**src/rtl/esc_pkg.sv**
```systemverilog
// ============================================================================
// esc_pkg : shared types and widths for the ESC ramp sequencer
// Rev 1.0 : initial release
// ============================================================================
`default_nettype none

package esc_pkg;

  localparam int NUM_MOT = 4;
  localparam int SPD_W   = 11;
  localparam int OFF_W   = 10;

  typedef enum logic [2:0] {
    ST_IDLE   = 3'd0,
    ST_ARM    = 3'd1,
    ST_RUN    = 3'd2,
    ST_RAMPDN = 3'd3,
    ST_KILL   = 3'd4
  } state_e;

  typedef logic [$clog2(NUM_MOT)-1:0] ch_idx_t;

  function automatic logic [SPD_W-1:0] sat_spd(input logic [SPD_W-1:0] v,
                                               input logic [SPD_W-1:0] lim);
    return (v > lim) ? lim : v;
  endfunction

endpackage

`default_nettype wire

```
**src/rtl/esc_slew_step.sv**
```systemverilog
// ============================================================================
// esc_slew_step : moves cur toward target by at most max_step, never past it
// Rev 1.0 : initial release
// ============================================================================
`default_nettype none

module esc_slew_step
  import esc_pkg::*;
(
  input  logic [SPD_W-1:0] cur,
  input  logic [SPD_W-1:0] target,
  input  logic [SPD_W-1:0] max_step,
  output logic [SPD_W-1:0] nxt
);

  logic signed [SPD_W:0] diff;
  logic        [SPD_W:0] mag;

  always_comb begin
    diff = $signed({1'b0, target}) - $signed({1'b0, cur});
    mag  = diff[SPD_W] ? $unsigned(-diff) : $unsigned(diff);
    if (mag <= {1'b0, max_step}) begin
      nxt = target;
    end else if (diff[SPD_W]) begin
      nxt = cur - max_step;
    end else begin
      nxt = cur + max_step;
    end
  end

endmodule

`default_nettype wire

```
**src/rtl/esc_ramp_ctrl.sv**
```systemverilog
// ============================================================================
// esc_ramp_ctrl : arm sequencing, per-frame slew limiting, kill and ramp-down
//                 for the four ESC channels, plus OFF calibration registers
// Rev 1.0 : initial release
// ============================================================================
`default_nettype none

module esc_ramp_ctrl
  import esc_pkg::*;
#(
  parameter int FRAME_CYCLES = 1048576,
  parameter int ARM_FRAMES   = 8,
  parameter int MAX_STEP     = 64,
  parameter int SPD_MAX      = 2047
) (
  input  logic        clk,
  input  logic        rst_n,
  input  logic        go,
  input  logic        kill,
  input  logic        cmd_vld,
  input  logic [10:0] frnt_cmd,
  input  logic [10:0] bck_cmd,
  input  logic [10:0] lft_cmd,
  input  logic [10:0] rght_cmd,
  input  logic        cal_wr,
  input  logic [1:0]  cal_sel,
  input  logic [9:0]  cal_data,
  output logic [10:0] frnt_spd,
  output logic [10:0] bck_spd,
  output logic [10:0] lft_spd,
  output logic [10:0] rght_spd,
  output logic [9:0]  frnt_off,
  output logic [9:0]  bck_off,
  output logic [9:0]  lft_off,
  output logic [9:0]  rght_off,
  output logic        armed,
  output logic        upd_done,
  output logic        cal_err
);

  localparam int CNT_W = (FRAME_CYCLES > 1) ? $clog2(FRAME_CYCLES) : 1;
  localparam int ARM_W = (ARM_FRAMES > 1) ? $clog2(ARM_FRAMES + 1) : 1;

  localparam logic [CNT_W-1:0] CNT_LAST = CNT_W'(FRAME_CYCLES - 1);
  localparam logic [ARM_W-1:0] ARM_LAST = ARM_W'(ARM_FRAMES - 1);
  localparam logic [SPD_W-1:0] STEP_MAX = SPD_W'(MAX_STEP);
  localparam logic [SPD_W-1:0] SPD_SAT  = SPD_W'(SPD_MAX);
  localparam ch_idx_t          CH_LAST  = ch_idx_t'(NUM_MOT - 1);

  state_e                          state_q, state_d;
  logic [CNT_W-1:0]                cnt_q, cnt_d;
  logic [ARM_W-1:0]                arm_cnt_q, arm_cnt_d;
  logic [NUM_MOT-1:0][SPD_W-1:0]   shadow_q, shadow_d;
  logic [NUM_MOT-1:0][SPD_W-1:0]   target_q, target_d;
  logic [NUM_MOT-1:0][SPD_W-1:0]   spd_q, spd_d;
  logic [NUM_MOT-1:0][OFF_W-1:0]   off_q, off_d;
  logic                            busy_q, busy_d;
  ch_idx_t                         ch_q, ch_d;
  logic                            upd_done_q, upd_done_d;
  logic                            cal_err_q, cal_err_d;

  logic [NUM_MOT-1:0][SPD_W-1:0]   cmd_in;
  logic                            frame_tick;
  logic                            eng_mode;
  logic                            eng_active;
  logic [SPD_W-1:0]                step_cur;
  logic [SPD_W-1:0]                step_tgt;
  logic [SPD_W-1:0]                step_next;

  assign cmd_in     = {rght_cmd, lft_cmd, bck_cmd, frnt_cmd};
  assign frame_tick = (cnt_q == CNT_LAST);
  assign eng_mode   = (state_q == ST_RUN) || (state_q == ST_RAMPDN);
  assign eng_active = busy_q && eng_mode && !kill;

  // Ramp-down reuses the normal engine with a zero target.
  assign step_cur = spd_q[ch_q];
  assign step_tgt = (state_q == ST_RAMPDN) ? '0 : target_q[ch_q];

  esc_slew_step u_step (
    .cur      (step_cur),
    .target   (step_tgt),
    .max_step (STEP_MAX),
    .nxt      (step_next)
  );

  always_ff @(posedge clk or negedge rst_n) begin
    if (!rst_n) begin
      state_q <= ST_IDLE;
    end else begin
      state_q <= state_d;
    end
  end

  always_comb begin
    state_d   = state_q;
    arm_cnt_d = arm_cnt_q;
    if (kill) begin
      state_d = ST_KILL;
    end else begin
      case (state_q)
        ST_IDLE: begin
          if (go) begin
            state_d   = ST_ARM;
            arm_cnt_d = '0;
          end
        end
        ST_ARM: begin
          if (!go) begin
            state_d = ST_IDLE;
          end else if (frame_tick) begin
            if (arm_cnt_q == ARM_LAST) begin
              state_d = ST_RUN;
            end else begin
              arm_cnt_d = arm_cnt_q + ARM_W'(1);
            end
          end
        end
        ST_RUN: begin
          if (!go) begin
            state_d = ST_RAMPDN;
          end
        end
        ST_RAMPDN: begin
          if (go) begin
            state_d = ST_RUN;
          end else if (upd_done_q && (spd_q == '0)) begin
            state_d = ST_IDLE;
          end
        end
        ST_KILL: begin
          if (!go) begin
            state_d = ST_IDLE;
          end
        end
        default: state_d = ST_IDLE;
      endcase
    end
  end

  always_comb begin
    armed = (state_q == ST_RUN) || (state_q == ST_RAMPDN);
  end

  always_comb begin
    cnt_d      = frame_tick ? '0 : cnt_q + CNT_W'(1);
    shadow_d   = shadow_q;
    target_d   = frame_tick ? shadow_q : target_q;
    spd_d      = spd_q;
    busy_d     = busy_q;
    ch_d       = ch_q;
    upd_done_d = 1'b0;
    off_d      = off_q;
    cal_err_d  = 1'b0;

    if (cmd_vld) begin
      for (int m = 0; m < NUM_MOT; m++) begin
        shadow_d[m] = sat_spd(cmd_in[m], SPD_SAT);
      end
    end

    if (eng_active) begin
      spd_d[ch_q] = step_next;
      if (ch_q == CH_LAST) begin
        busy_d     = 1'b0;
        ch_d       = '0;
        upd_done_d = 1'b1;
      end else begin
        ch_d = ch_q + ch_idx_t'(1);
      end
    end

    if (frame_tick && eng_mode) begin
      busy_d = 1'b1;
      ch_d   = '0;
    end

    // Kill and the non-running states abandon any update in flight.
    if (kill || !eng_mode) begin
      busy_d     = 1'b0;
      ch_d       = '0;
      spd_d      = '0;
      upd_done_d = 1'b0;
    end

    if (cal_wr) begin
      if (state_q == ST_IDLE) begin
        off_d[cal_sel] = cal_data;
      end else begin
        cal_err_d = 1'b1;
      end
    end
  end

  always_ff @(posedge clk or negedge rst_n) begin
    if (!rst_n) begin
      cnt_q      <= '0;
      arm_cnt_q  <= '0;
      shadow_q   <= '0;
      target_q   <= '0;
      spd_q      <= '0;
      off_q      <= '0;
      busy_q     <= 1'b0;
      ch_q       <= '0;
      upd_done_q <= 1'b0;
      cal_err_q  <= 1'b0;
    end else begin
      cnt_q      <= cnt_d;
      arm_cnt_q  <= arm_cnt_d;
      shadow_q   <= shadow_d;
      target_q   <= target_d;
      spd_q      <= spd_d;
      off_q      <= off_d;
      busy_q     <= busy_d;
      ch_q       <= ch_d;
      upd_done_q <= upd_done_d;
      cal_err_q  <= cal_err_d;
    end
  end

  assign frnt_spd = spd_q[0];
  assign bck_spd  = spd_q[1];
  assign lft_spd  = spd_q[2];
  assign rght_spd = spd_q[3];
  assign frnt_off = off_q[0];
  assign bck_off  = off_q[1];
  assign lft_off  = off_q[2];
  assign rght_off = off_q[3];
  assign upd_done = upd_done_q;
  assign cal_err  = cal_err_q;

endmodule

`default_nettype wire

```
**config.mk**
```make
export PLATFORM = sky130hd
export DESIGN_NAME = esc_ramp_ctrl
export DESIGN_NICKNAME = d
export VERILOG_FILES = /design/src/rtl/esc_pkg.sv /design/src/rtl/esc_slew_step.sv /design/src/rtl/esc_ramp_ctrl.sv
export SDC_FILE = /design/constraint.sdc
export NUM_CORES = 1
export LEC_CHECK = 0
export BUFFER_PORTS_ARGS = -buffer_cell sky130_fd_sc_hd__buf_2
export CAP_MARGIN = 20
export CORE_ASPECT_RATIO = 1.25
export CORE_UTILIZATION = 50
export DETAILED_ROUTE_END_ITERATION = 16
export PLACE_DENSITY = 0.74
export SETUP_SLACK_MARGIN = 0.02
export SLEW_MARGIN = 10
export SYNTH_ARGS = -nofsm -noshare
export SYNTH_HDL_FRONTEND = slang
export SYNTH_SLANG_ARGS = --single-unit
```
**constraint.sdc**
```tcl
create_clock -name clk -period 4.75 [get_ports clk]
set_clock_uncertainty 0.05 [all_clocks]
set_input_delay 0.2375 -clock clk [delete_from_list [all_inputs] [get_ports clk]]
set_output_delay 0.2375 -clock clk [all_outputs]
set_load 0.01 [all_outputs]
```
* After elaboration in Yosys (flattened, before gate mapping)
Cells that the tools add are included.
** Word-level totals
- Word-level logic and storage cells :: 126
- Bits of input ports :: 62
- Output and inout port bits :: 87
- Register bits after elaboration :: 204
** Cells by class
- Reduce and logical (&&, ||, !) cells :: 20
- Equal/unequal tests :: 17
- $lt $le $gt $ge :: 9
- Add/subtract/negate cells :: 7
- Bitwise logic cells :: 1
- Multiplexer cells :: 49
** Operators with widths (number)
- $mux W11 :: 10
- $mux W44 :: 2
- $bmux W11 S2 :: 2
- $bwmux W44 :: 1
- $gt A11 B11 Y1 const B :: 4
- $logic_not A44 Y1 :: 1
- $bwmux W40 :: 1
- $mux W3 :: 9
- $demux W11 S2 :: 1
- $add A20 B1 Y20 const B :: 1
- $demux W10 S2 :: 1
- $eq A20 B20 Y1 const B :: 1
- $mux W20 :: 1
- $mux W4 :: 4
- $pmux W3 S5 :: 1
- $le A12 B7 Y1 const B :: 1
- $mux W12 :: 1
- $neg A12 Y12 :: 1
- $reduce_and A6 Y1 :: 2
- $sub A11 B11 Y12 :: 1
- $add A11 B7 Y11 const B :: 1
- $sub A11 B7 Y11 const B :: 1
- $mux W10 :: 1
- $mux W1 :: 9
- 23 further kinds :: 45

* Depth between registers and ports, before layout
Gate-level depths: netlist of the first run.
- Word-level depth :: 11
- Depth in mapped cells :: 21
- Mapped depth without buffers :: 18

* Hierarchy
A second synthesis of the first run with hierarchy kept.
** Unflattened totals
- Cell total of the unflattened synthesis :: 1050
- Area, all modules :: 10821.6 µm²
** Modules (own cells, without submodules)
- esc_ramp_ctrl :: instances 1, area each 8819.7 µm², cells an instance 777, seq. area each 5104.9 µm²
- esc_slew_step :: instances 1, area each 2001.9 µm², cells an instance 273, seq. area each 0.0 µm²

* Least setup slack after synthesis of the first run
Ideal clock, no wire load.
- Kind :: reg-to-reg
- From :: register ch_q[0]
- To :: register spd_q (netlist bit bck_spd[9])
- Arrival :: 4.556 ns
- Clock period less this slack :: 4.732 ns
- Setup slack :: 0.018 ns
- Stages on the path, launching flop included :: 18
- Buffers on the path :: 5
- Library setup time :: 0.126 ns
- Required time :: 4.574 ns
- Cells stage by stage :: dfrtp_1 -> clkbuf_1 -> buf_1 -> clkbuf_1 -> mux4_2 -> inv_1 -> ha_1 -> buf_6 -> a21oi_2 -> nand2_1 -> or3_4 -> a211o_1 -> o22a_1 -> o2111ai_2 -> o211a_2 -> nand2_4 -> buf_6 -> a221o_1
** On the way
- Cells in the longest elaborated chain, start to end :: 11
- Elaborated cells between the ends (all ways) :: 21
- Those cells by class :: 4 x add/sub; 3 x order compare; 13 x mux; 1 x reduce/logical
** Ends and longest elaborated chain
- start: declaration :: line esc_ramp_ctrl.sv:58 : ch_idx_t ch_q, ch_d;
- start signal: assignment :: line esc_ramp_ctrl.sv:214 : ch_q <= ch_d;
- $bmux W11 S2 :: line esc_ramp_ctrl.sv:77 : assign step_tgt = (state_q == ST_RAMPDN) ? '0 : target_q[ch_q];
- $mux W11 (implied by the code) :: line esc_ramp_ctrl.sv:77
- $mux W11 :: line esc_ramp_ctrl.sv:77
- $sub A11 B11 Y12 :: line esc_slew_step.sv:20 : diff = $signed({1'b0, target}) - $signed({1'b0, cur});
- $neg A12 Y12 :: line esc_slew_step.sv:21 : mag = diff[SPD_W] ? $unsigned(-diff) : $unsigned(diff);
- $mux W12 :: line esc_slew_step.sv:21
- $le A12 B7 Y1 :: line esc_slew_step.sv:22 : if (mag <= {1'b0, max_step}) begin
- $mux W11 :: line esc_slew_step.sv:22
- $bwmux W44 (*) :: line esc_ramp_ctrl.sv:162 : spd_d[ch_q] = step_next;
- $mux W44 (*) :: line esc_ramp_ctrl.sv:161 : if (eng_active) begin
- $mux W44 (*) :: line esc_ramp_ctrl.sv:178 : if (kill || !eng_mode) begin
- end signal: assignment :: line esc_ramp_ctrl.sv:211 : spd_q <= spd_d;
- end: declaration :: line esc_ramp_ctrl.sv:55 : logic [NUM_MOT-1:0][SPD_W-1:0] spd_q, spd_d;
Mark *: on every way between the ends. The rest lies on a longest branch, timed or not. The select of a mux whose other input is x is not followed.
A chain may end at the register's enable or synchronous reset.

* Worst setup path in the final report of the first run
- From :: register ch_q[0]
- To :: register spd_q (netlist bit rght_spd[1])
Same word-level chain as after synthesis.

==> results of run 1 <==
-- state kept, by name, summed over array words and instances, names as in the netlist, 4 cells and up --
signal / cells
lft_spd: 11
shadow_q: 44
cnt_q: 20
target_q: 44
frnt_off: 10
lft_off: 10
bck_off: 10
arm_cnt_q: 4
frnt_spd: 11
rght_off: 10
bck_spd: 11
rght_spd: 11
-- worst paths after layout --
check                                            to  slack, ns  cells past startpoint
max                         rght_spd[1]$_DFFE_PN0P_       0.28                     14
max reg2reg                 rght_spd[1]$_DFFE_PN0P_       0.28                     14
min reg2reg                     cnt_q[10]$_DFF_PN0_       0.42                      1
min                          state_q[2]$_DFFE_PN0P_       0.12                      3
min in group asynchronous   frnt_spd[1]$_DFFE_PN0P_       0.20                      2
max in group asynchronous  target_q[21]$_DFFE_PN0N_       3.29                      4
-- layout by cell type, fill, tap and decap left out, drive strengths merged, types with 17 or more instances in the layout --
cell type and count:
dlygate4sd3 57, clkbuf 29, mux4 22, dfrtp 204
nor2 51, mux2 129, nand3 17, ha 21
o211ai 54, inv 29, buf 171, a21oi 17
nand2 94
-- worst max-delay path: stages, from the launching register on --
cell and delay [ns]:
dfrtp_2 0.52, buf_4 0.26, mux4_2 0.38, ha_1 0.26, fa_1 0.40, nand2b_1 0.20
a21oi_2 0.20, xor2_1 0.25, a211o_1 0.23, a2111oi_4 0.05, or4b_1 0.56, a31o_2 0.37
buf_4 0.26, o211ai_1 0.20, o211ai_1 0.13
-- power by group through the flow --
stage / combinational, mW / sequential (mW) / clock, mW
after detailed placement: 0.409 / 1.98 / 0
after floorplan: 0.155 / 2.02 / 0
after global placement: 0.399 / 1.97 / 0
after global routing: 0.497 / 1.97 / 1.71
after CTS: 0.449 / 1.95 / 1.64
final: 0.462 / 1.96 / 1.63
-- metal layers --
layer	global-route usage [%]	vias to the layer above	part of all wire [%]
met5	0	-	0
met4	10.47	0	3.6
met3	4.578	75	5.9
met2	46.25	298	52
met1	32.44	3981	39
li1	-	3618	-
-- stage by stage --
step	hold WS, ns	worst slack, ns	util, %	total power, mW	area (um^2)
finish	0.1210	0.2821	62.60	4.053	12580
global route	0.1445	0.03132	62.60	4.185	12580
CTS	0.1187	0.1044	62.38	4.045	12540
detailed placement	0.4096	0.1232	56.24	2.388	11300
global placement	0.4063	0.2193	56.24	2.373	11300
floorplan	-0.1081	0.2045	-	2.176	10250
-- final cells by class --
class / count / area (um^2) / share of cell area (%)
flip-flops and latches: 204 / 5107 / 40.59
clock inverters: 5 / 62.56 / 0.4972
clock buffers: 28 / 601.8 / 4.783
multi-input cells: 592 / 4820 / 38.30
inverters: 29 / 108.9 / 0.8651
repair buffers: 229 / 1545 / 12.28
well taps: 270 / 337.8 / 2.685
-- cells by family after synthesis --
family,after synthesis,synth area share [%]
buf+inv,79,3.345
fa+ha+maj,23,2.955
mux,154,19.30
compound gates,140,10.64
xor+xnor,27,2.308
flops,204,49.82
simple gates,248,11.64
-- timing repair --
| item | CTS | global route |
|---|---|---|
| hold buffers | 57 | 0 |
| endpoints found under the hold margin | 220 | 0 |
| endpoints found under the setup margin | 0 | 44 |
| gates resized for setup | 0 | 7 |
==> metrics.cfg, run 1 <==
[floorplanning]
io_pins = 149
row_count = 58
start_util_pct = 50.98
core_mm2 = 0.02010
die_x_um = 130.0
die_area_mm2 = 0.02107
die-height_um = 162.1

[power]
p_leak_nw = 5.780
p_comb_share_pct = 11.4
p_int_mw = 3.060
clkPwrFrac_pct = 40.2
p_seq_share_pct = 48.4
switching_share_pct = 24.50
power.switching_uw = 992.9
p_per_area_mw_per_mm2 = 322.1
ir_drop_mv = 0.4094

[global_routing]
grt_pass1_vias = 8136
grt-ovfl-total = 0
grt_util_all_layers_pct = 26.55
grt_start_max_net_pins = 136
grt_pass1_wl_um = 43290
antenna_found_initial = 0

[setup_path]
critPathRequiredTime_ns = 5.06
cp-end-kind = flip-flop
r2r_start = ch_q[0]$_DFFE_PN0P_
crit_start = ch_q[0]$_DFFE_PN0P_
start_kind = flip-flop
crit_fanout = 24
crit_type = flip-flop to flip-flop
arrival_ns = 4.78

[sta]
slew_viol_final = 0
max_slew_margin_pct = 32.95
fin_crit_ns = 4.468
hold_viol = 0
worst_slew_pin_slew_ns = 1.006
max_freq_ghz = 0.2238
fin_crit_sh_pct = 94.06
rsz0062_at_grt = no
finalSetupViolCount = 0
tns_ns = 0

[clock_tree]
root_buffer = clkbuf_16
clk_pin_slew_ns = 0.07
numClockSinks = 204
htreeDepth = 1
clock_latency_ns = 0.51
clockBufferDepth = 3
cts_buffers = 21
cts_tree = done
cts_setup_buffers = 0

[route]
drtPass1Iterations = 5
drcViolationCount = 0
routed-via-count = 7972
drt.antenna.violating_nets = 0
wire_per_inst_um = 20.15
wirelength_um = 27350
drtIter0Drc = 622
viasPerCell = 5.875

[logic_synthesis]
post-synth-top-count-cell = dfrtp_1
synth_area_leader_cell = dfrtp_1
yosys_warnings = 0
netlist_area_mm2 = 0.01025
seq_area_frac_synth_pct = 49.82
synth_common_cells = dfrtp_1, mux2_2, nand2_1
synth_edf_count = 0
syn-num-nets = 960
ys_ff_latch = 204
synth_top_flop_cell = dfrtp_1
synth_cell_types = 68
synth.area.top_cells = dfrtp_1, mux2_2, mux4_2, o211ai_1, nand2_1
postSynthAreaPerCell_um2 = 11.71
synth_cells = 875
async_flop_share_pct = 100.0
synth_top_area_share_pct = 49.82

[place]
dpl.hpwl_um = 17530
dp.cells = 1266
place_congestion = 0.8945
numPortBuffers = 148

[run]
maxCapViolCount = 0

[run_status]
status = finished, final reports clean

[finish]
stdcell_count = 1357
area_delta_synth_final_pct = 22.80
antennaDiodeCount = 0
fillers = 1506
drive_above_1_share_pct = 34.41
nets = 1162

[min_path]
hp-start = go
hp-class = input pin to flip-flop

Power figures use the tool's default switching activity.
==> run 2, diff against run 1 <==
--- a/config.mk
+++ b/config.mk
@@ -11,7 +11,9 @@
 export CORE_UTILIZATION = 50
 export DETAILED_ROUTE_END_ITERATION = 16
 export PLACE_DENSITY = 0.74
+export RECOVER_POWER = 50
 export SETUP_SLACK_MARGIN = 0.02
+export SKIP_LAST_GASP = 1
 export SLEW_MARGIN = 10
 export SYNTH_ARGS = -nofsm -noshare
 export SYNTH_HDL_FRONTEND = slang
==> run 2 against run 1 <==
The flow now finishes with violations (max-capacitance violations, max-slew violations). Via count down 0.18%. Non-clock buffer count stayed put. First-iteration DRC count fell by 6.6%. Worst setup slack about the same. Combinational power is 6.7% lower. Count of clock-buffer cells in the layout unchanged. Sequential power barely moved. Highest routed layer unchanged.
==> metrics.cfg, run 2 (synthesis results as in run 1) <==
[global_routing]
grt_pass1_vias = 8136  ; unchanged
grt_util_all_layers_pct = 26.55  ; unchanged
grt_pass1_wl_um = 43290  ; unchanged
grt_start_max_net_pins = 136  ; unchanged
antenna_found_initial = 0  ; unchanged
grt-ovfl-total = 0  ; unchanged

[sta]
fin_ws_ns = 0.2822  ; +0.00005800 ns
max_slew_margin_pct = -85.80  ; -120 points
hold_viol = 0  ; unchanged
finalSetupViolCount = 0  ; unchanged
tns_ns = 0  ; unchanged
slew_viol_final = 97  ; +97
rsz0062_at_grt = no
max_freq_ghz = 0.2238  ; about the same
fin_crit_ns = 4.468  ; -0.00005800 ns
worst_slew_pin_slew_ns = 2.787  ; +1.781 ns
fin_crit_sh_pct = 94.06  ; about the same

[place]
place_congestion = 0.8945  ; unchanged
pre_cts_ws_ns = 0.1232  ; unchanged
numPortBuffers = 148  ; unchanged
dpl.hpwl_um = 17530  ; unchanged

[floorplanning]
io_pins = 149  ; unchanged
die_area_mm2 = 0.02107  ; unchanged
core_mm2 = 0.02010  ; unchanged
start_util_pct = 50.98  ; unchanged
die-height_um = 162.1  ; unchanged
row_count = 58  ; unchanged
die_x_um = 130.0  ; unchanged

[power]
p_int_mw = 3.031  ; -0.96%
p_leak_nw = 5.527  ; -4.4%
p_per_area_mw_per_mm2 = 322.2  ; about the same
ir_drop_mv = 0.4085  ; -0.22%
p_seq_share_pct = 48.9  ; +0.5 points
power.switching_uw = 986.8  ; -0.62%
clkPwrFrac_pct = 40.3  ; about the same
switching_share_pct = 24.56  ; +0.065 points
p_comb_share_pct = 10.7  ; -0.7 points

[setup_path]
arrival_ns = 4.78  ; about the same
rr_worst_depth = 14  ; unchanged
start_kind = flip-flop
critPathRequiredTime_ns = 5.06  ; about the same
crit_fanout = 24  ; unchanged
cp-end-kind = flip-flop
crit_type = flip-flop to flip-flop

[finish]
final_common_cell = dfrtp_1
nets = 1162  ; unchanged
multi_input_area_mm2 = 0.004820  ; unchanged
drive_above_1_share_pct = 28.06  ; -6.3 points
final_core_util_pct = 62.03  ; -0.57 points
reg.largest.list = shadow_q (44), target_q (44), cnt_q (20)
fillers = 1547  ; +2.7%
layout_common_cells = dfrtp_1, mux2_2, nand2_1, buf_2, clkbuf_1
antennaDiodeCount = 0  ; unchanged
area_delta_synth_final_pct = 21.69
regArea_mm2 = 0.005107  ; unchanged

[clock_tree]
cts_setup_buffers = 0  ; unchanged
cts_buffers = 21  ; unchanged
clockBufferDepth = 3  ; unchanged
clk_pin_slew_ns = 0.07  ; about the same
cts_tree = done
numClockSinks = 204  ; unchanged
clock_latency_ns = 0.51  ; about the same
root_buffer = clkbuf_16
htreeDepth = 1  ; unchanged

[route]
routed-via-count = 7958  ; -0.18%
wirelength_um = 27210  ; -0.50%
wire_per_inst_um = 20.05  ; -0.50%
drtIter0Drc = 581  ; -6.6%
viasPerCell = 5.864  ; -0.18%
drt.antenna.violating_nets = 0  ; unchanged
drtPass1Iterations = 5  ; unchanged
drcViolationCount = 0  ; unchanged

[run]
maxCapViolCount = 2  ; +2

[min_path]
min_path_cells = 3  ; unchanged
hp-class = input pin to flip-flop

[run_status]
violations = max-capacitance violations, max-slew violations
status = finished with violations

run 2: cell count changes in the layout (fill, tap and decap cells not counted):
cell	change
clkbuf_1	+68
buf_2	-67
buf_16	-1
clkbuf_4	+1
clkbuf_8	-1
mux2_1	+1
mux2_2	-1
run 2: timing repair:
| action | CTS | global route |
|---|---|---|
| setup endpoints to repair | 0 | 44 |
| resized for setup | 0 | 7 |
| hold endpoints to repair | 220 | 0 |
| hold buffers | 57 | 0 |
run 2: path summary, 6_finish.rpt:
path / start / end / slack [ns]
worst max-delay path: ch_q[0]$_DFFE_PN0P_ / rght_spd[1]$_DFFE_PN0P_ / 0.28
worst min-delay path: go / state_q[2]$_DFFE_PN0P_ / 0.12
worst max register to register: ch_q[0]$_DFFE_PN0P_ / rght_spd[1]$_DFFE_PN0P_ / 0.28
worst min register to register: cnt_q[10]$_DFF_PN0_ / cnt_q[10]$_DFF_PN0_ / 0.42
max in group asynchronous: rst_n / target_q[17]$_DFFE_PN0N_ / 0.81
min in group asynchronous: rst_n / frnt_spd[1]$_DFFE_PN0P_ / 1.12
run 2: per-layer routing:
metal | routed length [um] | part of all wire (%) | GRT usage (%)
met3 | 1574 | 5.8 | 4.578
met2 | 14180 | 52 | 46.25
met5 | 0 | 0 | 0
met4 | 962 | 3.5 | 10.47
met1 | 10490 | 39 | 32.44
run 2: power by group through the flow:
stage | clock (mW) | sequential, mW | combinational (mW)
2_1_floorplan | 0 | 2.02 | 0.155
3_3_place_gp | 0 | 1.97 | 0.399
3_5_place_dp | 0 | 1.98 | 0.409
4_1_cts | 1.64 | 1.95 | 0.449
5_1_grt | 1.71 | 1.98 | 0.466
6_report | 1.62 | 1.97 | 0.431
run 2: final cells by class:
class	instances	area share, %
sequential	204	40.96
multi-input combinational	592	38.65
timing repair buffer	229	11.48
clock buffer	28	4.826
tap	270	2.709
inverter	29	0.8730
clock inverter	5	0.5017
run 2: worst max-delay path: stages, from the launching register on:
cell	delay [ns]
dfrtp_2	0.52
buf_4	0.26
mux4_2	0.38
ha_1	0.26
fa_1	0.40
nand2b_1	0.20
a21oi_2	0.26
o21a_1	0.16
or3_1	0.21
a2111oi_4	0.10
or4b_1	0.56
a31o_2	0.37
buf_4	0.26
o211ai_1	0.20
o211ai_1	0.13
run 2: metrics by stage:
step	area, um^2	hold slack (ns)	power (mW)	std cells
after global placement	11300	0.4063	2.373	1266
after detailed placement	11300	0.4096	2.388	1266
after floorplan	10250	-0.1081	2.176	875
after CTS	12540	0.1187	4.045	1356
final	12470	0.1224	4.018	1357
after global routing	12470	0.1445	4.157	1357
